[src/rtl/l2ram_arbiter.sv]
// Two-requester arbiter in front of a simple dual-port RAM (one read port, one write port).
// Grants are combinational; read data returns one cycle later with same-address write forwarding.
module l2ram_arbiter #(
    parameter int DW = 48,
    parameter int AW = 4
) (
    input  logic          clock,
    input  logic          reset,
    input  logic          req0_valid,
    input  logic          req0_write,
    input  logic [AW-1:0] req0_addr,
    input  logic [DW-1:0] req0_wdata,
    output logic          req0_ready,
    input  logic          req1_valid,
    input  logic          req1_write,
    input  logic [AW-1:0] req1_addr,
    input  logic [DW-1:0] req1_wdata,
    output logic          req1_ready,
    output logic          rsp0_valid,
    output logic [DW-1:0] rsp0_rdata,
    output logic          rsp1_valid,
    output logic [DW-1:0] rsp1_rdata,
    output logic [DW-1:0] ram_data,
    output logic [AW-1:0] ram_wraddress,
    output logic          ram_wren,
    output logic [AW-1:0] ram_rdaddress,
    input  logic [DW-1:0] ram_q
);

    logic          rr_q, rr_d;
    logic          rsp0_q, rsp0_d;
    logic          rsp1_q, rsp1_d;
    logic          fwd_q, fwd_d;
    logic [DW-1:0] fwd_data_q, fwd_data_d;

    logic gnt0, gnt1, contend;
    logic rd_g0, rd_g1, wr_g0, wr_g1;
    logic [DW-1:0] rsp_data;

    always_comb begin
        gnt0    = 1'b0;
        gnt1    = 1'b0;
        contend = 1'b0;
        if (!reset) begin
            // Only a same-type collision competes for a port; mixed read/write run in parallel.
            if (req0_valid && req1_valid && (req0_write == req1_write)) begin
                contend = 1'b1;
                gnt0    = ~rr_q;
                gnt1    = rr_q;
            end else begin
                gnt0 = req0_valid;
                gnt1 = req1_valid;
            end
        end

        rd_g0 = gnt0 & ~req0_write;
        rd_g1 = gnt1 & ~req1_write;
        wr_g0 = gnt0 & req0_write;
        wr_g1 = gnt1 & req1_write;

        req0_ready = gnt0;
        req1_ready = gnt1;

        ram_wren      = wr_g0 | wr_g1;
        ram_wraddress = '0;
        ram_data      = '0;
        if (wr_g1) begin
            ram_wraddress = req1_addr;
            ram_data      = req1_wdata;
        end else if (wr_g0) begin
            ram_wraddress = req0_addr;
            ram_data      = req0_wdata;
        end

        ram_rdaddress = '0;
        if (rd_g1)      ram_rdaddress = req1_addr;
        else if (rd_g0) ram_rdaddress = req0_addr;

        rr_d   = contend ? ~rr_q : rr_q;
        rsp0_d = rd_g0;
        rsp1_d = rd_g1;
        // RAM returns old contents on a same-cycle read/write collision, so keep the new word.
        fwd_d      = (rd_g0 | rd_g1) & ram_wren & (ram_rdaddress == ram_wraddress);
        fwd_data_d = fwd_d ? ram_data : '0;
    end

    always_ff @(posedge clock or posedge reset) begin
        if (reset) begin
            rr_q       <= 1'b0;
            rsp0_q     <= 1'b0;
            rsp1_q     <= 1'b0;
            fwd_q      <= 1'b0;
            fwd_data_q <= '0;
        end else begin
            rr_q       <= rr_d;
            rsp0_q     <= rsp0_d;
            rsp1_q     <= rsp1_d;
            fwd_q      <= fwd_d;
            fwd_data_q <= fwd_data_d;
        end
    end

    always_comb begin
        rsp_data   = fwd_q ? fwd_data_q : ram_q;
        rsp0_valid = rsp0_q;
        rsp1_valid = rsp1_q;
        rsp0_rdata = rsp0_q ? rsp_data : '0;
        rsp1_rdata = rsp1_q ? rsp_data : '0;
    end

endmodule

[config.mk]
export PLATFORM = sky130hd
export DESIGN_NAME = l2ram_arbiter
export DESIGN_NICKNAME = d
export VERILOG_FILES = /design/src/rtl/l2ram_arbiter.sv
export SDC_FILE = /design/constraint.sdc
export NUM_CORES = 1
export LEC_CHECK = 0
export CORE_AREA = 4 4 122 124
export CTS_CLUSTER_SIZE = 16
export DETAILED_ROUTE_END_ITERATION = 10
export DIE_AREA = 0 0 126 128
export GPL_TIMING_DRIVEN = 1
export HOLD_SLACK_MARGIN = 0.15
export PLACE_DENSITY = 0.91
export SLEW_MARGIN = 0
export SYNTH_ARGS = -nofsm -noshare
export SYNTH_HDL_FRONTEND = slang
export SYNTH_SLANG_ARGS = --single-unit
[constraint.sdc]
create_clock -name clock -period 4.5 [get_ports clock]
set_clock_uncertainty 0.15 [all_clocks]
set_input_delay 0.9 -clock clock [delete_from_list [all_inputs] [get_ports clock]]
set_output_delay 0.9 -clock clock [all_outputs]
set_load 0.01 [all_outputs]
==> run summary <==
Syn. warnings - 0
CP Capture Type - primary output
Min Tclk post-route - 4230 ps
Post-Synthesis Cells - 613
Final Wtd Congestion - 0.910
Drt drc - 0
Inst Count DP - 1060
Post-synthesis cell type count - 34
WL met2 - 11.0 mm
Share of post-route cells with drive strength above 1 - 12.3%
Die area - 16100 µm²
Total gr overflow - 0
Worst slew margin - 45.4%
Drt pass-1 iters - 5
Deepest clock path buffer count - 2
DR top layer - met4
Hold_buf cts - 0
Boundary Pins - 315
RSZ-0062 raised after global routing - false
Die W - 126 µm
Synthesized area - 4920 µm²
VDD IR max - 0.145 mV
IO buf count - 314
Crit-path max FO - 15
Crit path arrival time - 3180 ps
DR vias - 5978
Final Hold Viols - 0
Hold Crit Class - reg -> reg
Clock Sinks - 52
Die Y - 128 µm
Period utilisation layout - 93.9%
Clk Latency, worst-skew pair - 290 ps
Core Area - 13800 µm²
Final Util - 61.1%
Area growth, synth to finish - 71.0%
Metal1 wirelength - 8.38 mm
Worst-Margin Slew - 819 ps
Initial antenna violation count - 1
Leakage - 3.31 nW
Avg Vias per Cell - 5.59
Worst Path Required - 3450 ps
Fin area - 8420 µm²
CTS tree - built
Routed length on met3 - 1.81 mm
Post-Syn Nets - 771
Max Clk Rate - 237 MHz
Post-synth EDFFs - 0
CTS buffer count - 5
Final net count - 1045
Num rows - 43
Flops & latches, synth - 52
Cts repair resizes - 0
Asr flop ratio synth - 100%
Setup TNS - 0 ps
PD cells - 186 nW/µm²
Starting DRT DRC Count - 470
Starting Density - 35.8%
Final setup fails - 0
Setup Buffers After CTS - 0
Nature of the critical path startpoint - input pin
# fillers - 1214
Status - complete, no violations
Largest net degree at the start of global routing - 54
Sequential standard cell area - 1300 µm²
Post-DP Area - 8270 µm²
Non-filler instance count after layout - 1069
Register area share after synthesis - 26.4%
DP HPWL - 16.6 mm
Final ANT Viol Nets - 0
First-pass GRT wire length - 33.1 mm
Vias in the first global route - 6057
Clock Pin Slew Worst Setup and Hold Paths - 80 ps
Crit path kind - in -> out
Tot GR Track Use - 25.4%
Root buf cell - clkbuf_16
Fin. max-slew vios - 0
Max-cap violations - 0
H-tree depth - 2
Multi-input combinational cell area - 3330 µm²
Syn avg cell area - 8.03 µm²
Final WL - 21.8 mm
Routed len/inst - 20.4 µm
Top_reg_cell synth - dfrtp_1
[synthesized netlist by cell type (3+ instances only)]
library cell  number  area [µm²]
buf_2             10        50.1
dfrtp_1           52        1300
nor4_1            39         244
o22ai_1           50         313
nor2_1             5        18.8
a22o_1             8        70.1
or2_2             48         300
inv_1              6        22.5
nand2_1           55         206
nor3_1            49         245
o21ai_0            3        15.0
nor4_2            10         125
mux2i_1           48         480
nor2b_1           98         613
and4b_1           48         480
buf_4              4        30.0
clkbuf_1          59         221
[path summary, 6_finish.rpt]
kind / from / end / slack (ps) / cells past startpoint
max in group asynchronous: reset / fwd_data_q[1] / 2390 / 3
min reg2reg: rr_q / rr_q / 410 / 1
min: rr_q / rr_q / 410 / 1
max reg2reg: rr_q / fwd_data_q[25] / 2100 / 6
max: reset / ram_rdaddress[2] / 270 / 6
min in group asynchronous: reset / rr_q / 1060 / 2
[per-stage QoR]
| step | worst slack [ps] | power [mW] | hold WS, ps |
|---|---|---|---|
| after global placement | 325 | 1.18 | 383 |
| after CTS | 290 | 1.58 | 406 |
| final | 275 | 1.57 | 407 |
| after detailed placement | 323 | 1.19 | 394 |
| after floorplan | 1380 | 0.810 | 334 |
| after global routing | 164 | 1.65 | 432 |
[logic make-up after synthesis]
family,share of synthesized area (%)
flops,26.4
compound gates,9.55
buf+inv,7.19
xor+xnor,0.915
simple gates,46.2
mux,9.76
[metal layers]
layer | vias up | GRT usage [%]
met1 | 2844 | 31.3
met4 | 0 | 7.70
li1 | 2766 | -
met2 | 332 | 44.8
met5 | - | 0
met3 | 36 | 5.08
[flip-flops by register name, summed over array words and instances, names as in the netlist]
| signal | flops |
|---|---|
| fwd_data_q | 48 |
| fwd_q | 1 |
| rr_q | 1 |
| rsp0_valid | 1 |
| rsp1_valid | 1 |
[final cells by class]
| cell class | count | area share [%] |
|---|---|---|
| antenna | 1 | 0.0297 |
| clock buffer | 6 | 1.53 |
| clock inverter | 2 | 0.193 |
| inverter | 6 | 0.267 |
| multi-input combinational | 478 | 39.5 |
| sequential | 52 | 15.5 |
| tap | 180 | 2.67 |
| timing repair buffer | 344 | 40.3 |
[report_power, final]
group / internal (mW) / total, mW / leakage [nW] / switching (mW)
clock network: 0.208 / 0.391 / 0.0671 / 0.182
logic: 0.366 / 0.689 / 2.52 / 0.324
registers: 0.474 / 0.490 / 0.722 / 0.0158
[placed cells by master, fill, tap and decap left out, types with 10 or more instances in the layout]
master           Yosys  routed
nor2b_1             98      97
dfrtp_1             52      51
clkdlybuf4s50_1      0     312
buf_4                4      27
mux2i_1             48      48
or2_2               48      48
nor4_2              10      10
and4b_1             48      48
nor3_1              49      49
nor4_1              39      39
nand2_1             55      55
o22ai_1             50      49
[worst max-delay path, stage by stage]
cell and delay (ps):
clkdlybuf4s50_1 520, nand2b_2 420, nor3_1 400, buf_4 190, a22o_1 180, clkdlybuf4s50_1 560
Note: power is estimated with default switching activity, not from simulation.
